===== src/rtl/board_pkg.sv =====
// Shared types and helpers for the match-3 board controller slice.
// Coordinates are {row[2:0], col[2:0]} on an 8x8 grid.
package board_pkg;

  localparam int BOARD_DIM = 8;

  typedef logic [2:0] cell_t;
  typedef logic [5:0] coord_t;

  typedef enum logic [2:0] {
    S_IDLE,
    S_SWAP,
    S_DETECT,
    S_CLEAR,
    S_REFRESH,
    S_UNDO
  } seq_state_e;

  // Widened to 4 bits so 7 and 0 are never treated as neighbours.
  function automatic logic is_adjacent(
    input coord_t a,
    input coord_t b
  );
    logic [3:0] ra, ca, rb, cb;
    logic       row_nb, col_nb;
    ra = {1'b0, a[5:3]};
    ca = {1'b0, a[2:0]};
    rb = {1'b0, b[5:3]};
    cb = {1'b0, b[2:0]};
    row_nb = (ra == rb + 4'd1) || (rb == ra + 4'd1);
    col_nb = (ca == cb + 4'd1) || (cb == ca + 4'd1);
    return ((ra == rb) && col_nb) || ((ca == cb) && row_nb);
  endfunction

endpackage


===== src/rtl/board_step_sequencer_lfsr16.sv =====
// 16-bit Fibonacci LFSR, taps 16,14,13,11.
// Holds its value while en is low.
module lfsr16 #(
  parameter logic [15:0] SEED = 16'hACE1
) (
  input  logic        clk,
  input  logic        rst_n,
  input  logic        en,
  output logic [15:0] q
);

  logic [15:0] q_q;
  logic        fb;

  assign fb = q_q[15] ^ q_q[13] ^ q_q[12] ^ q_q[10];

  always_ff @(posedge clk or negedge rst_n) begin
    if (!rst_n) begin
      q_q <= SEED;
    end else if (en) begin
      q_q <= {q_q[14:0], fb};
    end
  end

  assign q = q_q;

endmodule


===== src/rtl/board_step_sequencer.sv =====
// Per-move controller: swap, detect, clear, refresh and cascades,
// with undo of non-scoring swaps, scoring and timeout abort.
module board_step_sequencer
  import board_pkg::*;
#(
  parameter int          MAX_CASCADE = 8,
  parameter int          TIMEOUT     = 1024,
  parameter logic [15:0] SEED_INIT   = 16'hACE1
) (
  input  logic        clk,
  input  logic        rst_n,
  input  logic        move_valid,
  output logic        move_ready,
  input  coord_t      move_a,
  input  coord_t      move_b,
  output logic        swap_start,
  output coord_t      swap_a,
  output coord_t      swap_b,
  input  logic        swap_done,
  output logic        detect_start,
  input  logic        detect_done,
  input  logic [6:0]  match_count,
  output logic        clear_start,
  input  logic        clear_done,
  output logic        refresh_start,
  input  logic        refresh_done,
  output logic [15:0] rand_seed,
  output logic [15:0] score,
  output logic [3:0]  cascade,
  output logic        move_err,
  output logic        abort,
  output logic        busy
);

  localparam logic [15:0] TMO_LAST = 16'(TIMEOUT - 1);
  localparam logic [3:0]  CASC_MAX = 4'(MAX_CASCADE);

  seq_state_e  state_q, state_d;
  logic        first_q, first_d;
  logic [15:0] tmo_q, tmo_d;
  coord_t      a_q, a_d, b_q, b_d;
  logic [15:0] score_q, score_d;
  logic [3:0]  casc_q, casc_d;
  logic        err_q, err_d;
  logic        abort_q, abort_d;

  logic        live;
  logic [3:0]  mult;
  logic [10:0] prod;
  logic [16:0] sum;

  // Done inputs seen on the start cycle are ignored.
  assign live = !first_q;
  assign mult = casc_q + 4'd1;
  assign prod = {4'b0, match_count} * {7'b0, mult};
  assign sum  = {1'b0, score_q} + {6'b0, prod};

  always_comb begin
    state_d = state_q;
    a_d     = a_q;
    b_d     = b_q;
    score_d = score_q;
    casc_d  = casc_q;
    err_d   = 1'b0;
    abort_d = 1'b0;
    unique case (state_q)
      S_IDLE: begin
        if (move_valid) begin
          if (is_adjacent(move_a, move_b)) begin
            a_d     = move_a;
            b_d     = move_b;
            casc_d  = 4'd0;
            state_d = S_SWAP;
          end else begin
            err_d = 1'b1;
          end
        end
      end
      S_SWAP: begin
        if (live && swap_done) state_d = S_DETECT;
      end
      S_DETECT: begin
        if (live && detect_done) begin
          if (match_count != 7'd0) begin
            score_d = sum[16] ? 16'hFFFF : sum[15:0];
            state_d = S_CLEAR;
          end else if (casc_q == 4'd0) begin
            state_d = S_UNDO;
          end else begin
            state_d = S_IDLE;
          end
        end
      end
      S_CLEAR: begin
        if (live && clear_done) state_d = S_REFRESH;
      end
      S_REFRESH: begin
        if (live && refresh_done) begin
          casc_d = casc_q + 4'd1;
          if (casc_d == CASC_MAX) begin
            abort_d = 1'b1;
            state_d = S_IDLE;
          end else begin
            state_d = S_DETECT;
          end
        end
      end
      S_UNDO: begin
        if (live && swap_done) state_d = S_IDLE;
      end
      default: state_d = S_IDLE;
    endcase
    if (state_q != S_IDLE && state_d == state_q &&
        tmo_q == TMO_LAST) begin
      abort_d = 1'b1;
      state_d = S_IDLE;
    end
  end

  assign first_d = (state_d != state_q);
  assign tmo_d   = (first_d || state_q == S_IDLE) ?
                   16'd0 : tmo_q + 16'd1;

  always_ff @(posedge clk or negedge rst_n) begin
    if (!rst_n) begin
      state_q <= S_IDLE;
      first_q <= 1'b0;
      tmo_q   <= 16'd0;
      a_q     <= '0;
      b_q     <= '0;
      score_q <= 16'd0;
      casc_q  <= 4'd0;
      err_q   <= 1'b0;
      abort_q <= 1'b0;
    end else begin
      state_q <= state_d;
      first_q <= first_d;
      tmo_q   <= tmo_d;
      a_q     <= a_d;
      b_q     <= b_d;
      score_q <= score_d;
      casc_q  <= casc_d;
      err_q   <= err_d;
      abort_q <= abort_d;
    end
  end

  lfsr16 #(.SEED(SEED_INIT)) u_lfsr (
    .clk  (clk),
    .rst_n(rst_n),
    .en   (state_q != S_REFRESH),
    .q    (rand_seed)
  );

  assign move_ready    = (state_q == S_IDLE);
  assign busy          = (state_q != S_IDLE);
  assign swap_start    = first_q &&
                         (state_q == S_SWAP || state_q == S_UNDO);
  assign detect_start  = first_q && (state_q == S_DETECT);
  assign clear_start   = first_q && (state_q == S_CLEAR);
  assign refresh_start = first_q && (state_q == S_REFRESH);
  assign swap_a        = a_q;
  assign swap_b        = b_q;
  assign score         = score_q;
  assign cascade       = casc_q;
  assign move_err      = err_q;
  assign abort         = abort_q;

endmodule


===== config.mk =====
export PLATFORM = sky130hd
export DESIGN_NAME = board_step_sequencer
export DESIGN_NICKNAME = d
export VERILOG_FILES = /design/src/rtl/board_pkg.sv /design/src/rtl/board_step_sequencer_lfsr16.sv /design/src/rtl/board_step_sequencer.sv
export SDC_FILE = /design/constraint.sdc
export NUM_CORES = 1
export LEC_CHECK = 0
export ABC_AREA = 1
export BUFFER_PORTS_ARGS = -buffer_cell sky130_fd_sc_hd__buf_4
export CORE_UTILIZATION = 58
export DETAILED_ROUTE_END_ITERATION = 8
export PLACE_DENSITY = 0.86
export SYNTH_ARGS = -nofsm -noshare
export SYNTH_HDL_FRONTEND = slang
export SYNTH_SLANG_ARGS = --single-unit
export TNS_END_PERCENT = 5

===== constraint.sdc =====
create_clock -name clk -period 5.8 [get_ports clk]
set_input_delay 0 -clock clk [delete_from_list [all_inputs] [get_ports clk]]
set_output_delay 0 -clock clk [all_outputs]
set_load 0.02 [all_outputs]

=== After elaboration in Yosys (flattened, before gate mapping) ===
Index checks and enable logic that the tools add are counted.

* Bits in latches: 0
* Input bits: 26
* Memories: 0
* Register bits after elaboration: 70
* Memory bits (writable): 0
* Memory bits (read-only): 0

* Div/mod/pow operators: 0
* Reduce and logical (&&, ||, !) cells: 26
* Equality and inequality tests: 19
* Bitwise operators: 3
* Magnitude comparators: 0
* Muxes and demuxes: 25
* Add/subtract/negate cells: 7
* Shifts and indexed selects: 0
* Multiply operators: 1

{| class="wikitable"
|+ Operator list
! operator !! count
|-
| 16-bit 2-to-1 mux || 2
|-
| 3-bit 2-to-1 mux || 10
|-
| 3-bit one-hot mux with 6 select lines || 1
|-
| 16-bit by 11-bit adder with 17-bit output || 1
|-
| 16-bit by 1-bit adder with 16-bit output, second input constant || 1
|-
| 3-bit by 1-bit adder with 4-bit output, second input constant || 4
|-
| 16-bit by 10-bit equality test with 1-bit output, second input constant || 1
|-
| 3-bit by 4-bit equality test with 1-bit output || 4
|-
| 1-bit logical AND || 12
|-
| 4-bit 2-to-1 mux || 3
|-
| 7-bit by 4-bit multiplier with 11-bit output || 1
|-
| 3-bit equality test || 3
|-
| 4-bit one-hot mux with 2 select lines || 1
|-
| 1-bit 2-to-1 mux || 7
|-
| 7-bit nonzero test || 1
|-
| 3-bit by 2-bit equality test with 1-bit output, second input constant || 2
|-
| 3-bit equality test, second input constant || 2
|-
| 3-bit AND reduction || 2
|-
| 1-bit logical OR || 5
|-
| 4-bit by 1-bit adder with 4-bit output, second input constant || 1
|-
| 4-bit equality test, second input constant || 1
|-
| 4-bit zero test || 1
|-
| 2-bit inequality test, second input constant || 2
|-
| 4-bit AND reduction || 1
|-
| 10 further kinds || 12
|}

=== Logic depth before layout (Yosys ltp) ===
* Depth after elaboration: 15
* Gate-level depth with buffers: 22
* Gate-level depth less buffers: 22

=== Hierarchy ===
Synthesis repeated with hierarchy kept, for this count alone.

* Cells, all modules: 665
* Area, all modules: 5139.9 µm²

{| class="wikitable"
|+ By module, submodules not included
! module !! area each (µm²) !! sequential area each (µm²) !! instances !! cells an instance
|-
| board_step_sequencer || 4425.5 || 1351.3 || 1 || 589
|-
| lfsr16 || 714.4 || 410.4 || 1 || 76
|}

=== Least setup slack after synthesis ===
Ideal clock, no wire load.

* Path type: register to register
* Start point: reg casc_q[0] (netlist: cascade[0])
* End point: reg score_q[11] (netlist: score[11])
* Clock period less this slack: 4.451 ns
* Setup slack: 1.349 ns
* Arrival time: 4.317 ns
* Required time: 5.666 ns
* Cell stages (with the launch flop): 22
* Cells stage by stage: dfrtp_1 buf_2 inv_1 ha_1 clkbuf_1 nand2_1 inv_1 fa_1 fa_1 inv_1 fa_1 inv_1 ha_1 a21oi_1 nand2_1 a21oi_1 o21ai_0 nand2_1 nand2_1 a21oi_1 xor2_1 a21oi_1

* Longest elaborated chain between the ends: 4

{| class="wikitable"
|+ RTL lines
! what !! RTL line !! RTL
|-
| start, declared || board_step_sequencer.sv:43 || <nowiki>logic [3:0] casc_q, casc_d;</nowiki>
|-
| start signal, assigned || board_step_sequencer.sv:142 || <nowiki>casc_q <= casc_d;</nowiki>
|-
| 4-bit by 1-bit adder with 4-bit output || board_step_sequencer.sv:54 || <nowiki>assign mult = casc_q + 4'd1;</nowiki>
|-
| 7-bit by 4-bit multiplier with 11-bit output || board_step_sequencer.sv:55 || <nowiki>assign prod = {4'b0, match_count} * {7'b0, mult};</nowiki>
|-
| 16-bit by 11-bit adder with 17-bit output || board_step_sequencer.sv:56 || <nowiki>assign sum = {1'b0, score_q} + {6'b0, prod};</nowiki>
|-
| 16-bit 2-to-1 mux || board_step_sequencer.sv:85 || <nowiki>score_d = sum[16] ? 16'hFFFF : sum[15:0];</nowiki>
|-
| end signal, assigned || board_step_sequencer.sv:141 || <nowiki>score_q <= score_d;</nowiki>
|-
| end, declared || board_step_sequencer.sv:42 || <nowiki>logic [15:0] score_q, score_d;</nowiki>
|}

Every way passes these cells.
A chain may end at the register's enable or synchronous reset.

=== Final worst setup path ===
* Start point: reg casc_q[0] (netlist: cascade[0])
* End point: reg score_q[3] (netlist: score[3])

Same word-level chain as after synthesis.

==> impl_metrics.env <==
export IMPL_run_status="finished, final reports clean"
export IMPL_crit_chain="ha_1, inv_1, nand2_1, nand2_1, inv_1, nor2_1, fa_1, fa_1, inv_1, fa_1, inv_1, ha_1, nand2_1, nand2_1, a31oi_1, o211ai_1, nand2_1, inv_1, nor2_1, inv_1, o22ai_1, inv_1"
export IMPL_tritoncts="built"
export IMPL_worst_clock_skew_ns=0.01453
export IMPL_cts_max_path_buffers=2
export IMPL_relSlewSlack_pct=42.15
export IMPL_cts_num_sinks=70
export IMPL_crit_type="flip-flop to flip-flop"
export IMPL_post_synth_num_cell_types=43
export IMPL_tightest_slew_ns=0.8678
export IMPL_core_area_sq_mm=0.008341
export IMPL_post_dp_hpwl_microns=8388
export IMPL_hp_start="move_b[1]"
export IMPL_dr_pass1_iters=5
export IMPL_avgViaCountPerCell=5.172
export IMPL_vias=4412
export IMPL_reg2reg_depth=22
export IMPL_worstPathRequired_ns=6.05
export IMPL_synth_area_sq_mm=0.005077
export IMPL_end_kind="flip-flop"
export IMPL_die_h_microns=95.57
export IMPL_hold_viol=0
export IMPL_cts_buffers=9
export IMPL_startpoint_type="flip-flop"
export IMPL_rsz0062_at_grt="false"
export IMPL_max_stage_delay_ns=0.55
export IMPL_ys_ff_latch=70
export IMPL_grt_antenna_before_repair=0
export IMPL_io_pins=82
export IMPL_io_buffers=81
export IMPL_period_share_pct=83.54
export IMPL_n_antenna_cell=0
export IMPL_rrSetupSlack_ns=0.95
export IMPL_die_w_microns=95.57
export IMPL_dr_first_iter_drc_count=232
export IMPL_worstHoldEndpoint="swap_b[1]$_DFFE_PN0P_"
export IMPL_synthFlopType="dfrtp_1"
export IMPL_finalPower_mw=3.772
export IMPL_synth_edff_count=0
export IMPL_cts_setup_buffers=0
export IMPL_ir_worst_vdd_uv=494.1
export IMPL_hold_depth=3
export IMPL_syn_inst=650
export IMPL_cp_max_fo=12
export IMPL_cpMostUsedCell="inv_1"
export IMPL_dieArea_sq_mm=0.009133
export IMPL_drive_gt1_share_pct=19.79
export IMPL_finalWorstSetupSlack_ns=0.9547
export IMPL_areaGrowthSynthToFinish_pct=20.01
export IMPL_async_flop_share_pct=100.0
export IMPL_gp_congestion=0.9209
export IMPL_leakage_nw=3.241
export IMPL_drv_cap=0
export IMPL_finalSetupTns_ns=0
export IMPL_clock_latency_ns=0.35
export IMPL_seq_area_frac_synth_pct=34.70
export IMPL_wl_per_cell_microns=13.14
export IMPL_root_buffer="clkbuf_8"
export IMPL_grt_max_degree=71
export IMPL_grt_pass1_wl_microns=19260
export IMPL_hold_class="primary input to flip-flop"
export IMPL_clock_fmax_mhz=206.4
export IMPL_grt_ovfl_total=0
export IMPL_htreeDepth=3
export IMPL_fin_nets=816
export IMPL_yosysWarnings=0
export IMPL_routed_wl_microns=11210
export IMPL_place_ws_ns=1.110
export IMPL_track_usage_pct=27.05
export IMPL_clk_pin_slew_worst_paths_ns=0.09
export IMPL_fillers=613
export IMPL_syn_avg_cell_area_sq_um=7.811
export IMPL_cp_slowest_cell="fa_1"
export IMPL_antenna_left=0
export IMPL_reg2reg_to="score[3]$_DFFE_PN0P_"
export IMPL_initial_core_util_pct=60.88
export IMPL_p_per_area_mw_per_mm2=619.0
export IMPL_grt_pass1_vias=4334
export IMPL_synth_net_count=723
export IMPL_timing_rr_start="cascade[0]$_DFFE_PN0P_"
export IMPL_fin_crit_ns=4.845
export IMPL_cp_arrival_ns=5.09
export IMPL_drc=0
export IMPL_final_max_slew_viol_count=0
export IMPL_finalSetupViolCount=0
export IMPL_final_util_pct=73.06
export IMPL_row_count=33
-- metrics by stage --
| stage | instance area (sq um) | hold WS, ns | instances |
|---|---|---|---|
| CTS | 6093 | 0.003668 | 853 |
| global route | 6093 | 0.01920 | 853 |
| global placement | 5743 | 0.1658 | 825 |
| floorplan | 5077 | -0.2956 | 650 |
| detailed placement | 5743 | 0.1754 | 825 |
| finish | 6093 | 0.008099 | 853 |
-- how the worst max path moves through the flow --
stage	depth (start not counted)	startpoint	end
CTS	22	cascade[0]$_DFFE_PN0P_	score[4]$_DFFE_PN0P_
finish	22	cascade[0]$_DFFE_PN0P_	score[3]$_DFFE_PN0P_
floorplan	21	cascade[0]$_DFFE_PN0P_	score[11]$_DFFE_PN0P_
global placement	19	cascade[0]$_DFFE_PN0P_	score[11]$_DFFE_PN0P_
global route	21	cascade[0]$_DFFE_PN0P_	score[3]$_DFFE_PN0P_
detailed placement	20	cascade[0]$_DFFE_PN0P_	score[4]$_DFFE_PN0P_
-- sequential cells by signal, summed over array words and instances (netlist names) --
| signal | flops |
|---|---|
| first_q | 1 |
| move_err | 1 |
| u_lfsr.q | 16 |
| score | 16 |
| swap_b | 6 |
| swap_a | 6 |
| abort | 1 |
| tmo_q | 16 |
| cascade | 4 |
| state_q | 3 |
-- routing by layer --
layer	global-route usage, %	part of all wire, %
met2	46.49	50
met5	0	0
met3	5.343	5.7
met4	7.090	1.2
met1	34.84	44
-- what timing repair did --
item                                    in CTS  in global routing
resized for setup                            0                  0
hold buffers                                12                  0
endpoints found under the setup margin       0                  0
endpoints found under the hold margin       73                  0
-- worst max-delay path: cells and delay by family (launching register included) --
kind	cells	cell delay, ns
fa+ha+maj	5	2.16
simple gates	7	0.96
buf+inv	7	0.59
flops	1	0.54
compound gates	3	0.49
-- cells by family after synthesis --
logic type               Yosys count  share of synthesized area (%)
adder cells (fa/ha/maj)           47                          14.24
multiplexers                       2                         0.4435
flip-flops                        70                          34.70
AO/OA/AOI/OAI                     81                          8.946
buffers and inverters            140                          10.99
XOR/XNOR                          27                          4.658
AND/OR/NAND/NOR                  283                          26.02
-- cells in the final DEF (no fill, tap or decap), types with 13 or more instances in the layout --
| cell | instances |
|---|---|
| a21oi_1 | 23 |
| buf_4 | 81 |
| dfrtp_1 | 62 |
| fa_1 | 18 |
| ha_1 | 29 |
| inv_1 | 116 |
| nand2_1 | 147 |
| nand3_1 | 24 |
| nor2_1 | 60 |
| nor2_4 | 13 |
| o21ai_0 | 38 |
| xor2_1 | 19 |
-- layout make-up --
class	count	area, sq um	share of cell area (%)
sequential	70	1762	28.91
clock buffer	9	123.9	2.033
inverter	129	484.2	7.947
clock inverter	7	106.4	1.745
tap	105	131.4	2.156
timing repair buffer	93	728.2	11.95
multi-input combinational	440	2758	45.26
-- synth_stat cells (7+ instances only) --
cell	number	area share (%)
ha_1	29	7.1
xnor2_1	8	1.4
inv_2	11	0.81
xor2_1	19	3.3
dfrtp_1	62	31
nor2_1	60	4.4
a21oi_1	23	2.3
nand2_2	9	1.1
nor3_1	7	0.69
o21ai_0	38	3.7
nand4_1	8	0.99
dfstp_2	8	4.1
nand2_1	147	11
inv_1	116	8.6
nor2_4	13	2.9
nand3_1	24	2.4
clkbuf_1	7	0.52
fa_1	18	7.1
-- where the power goes --
group          internal (mW)  total (mW)  switching, mW
Clock                  0.249       0.459          0.211
Combinational          0.982        2.60           1.62
Sequential             0.602       0.710          0.108
Note: power is estimated with default switching activity, not from simulation.
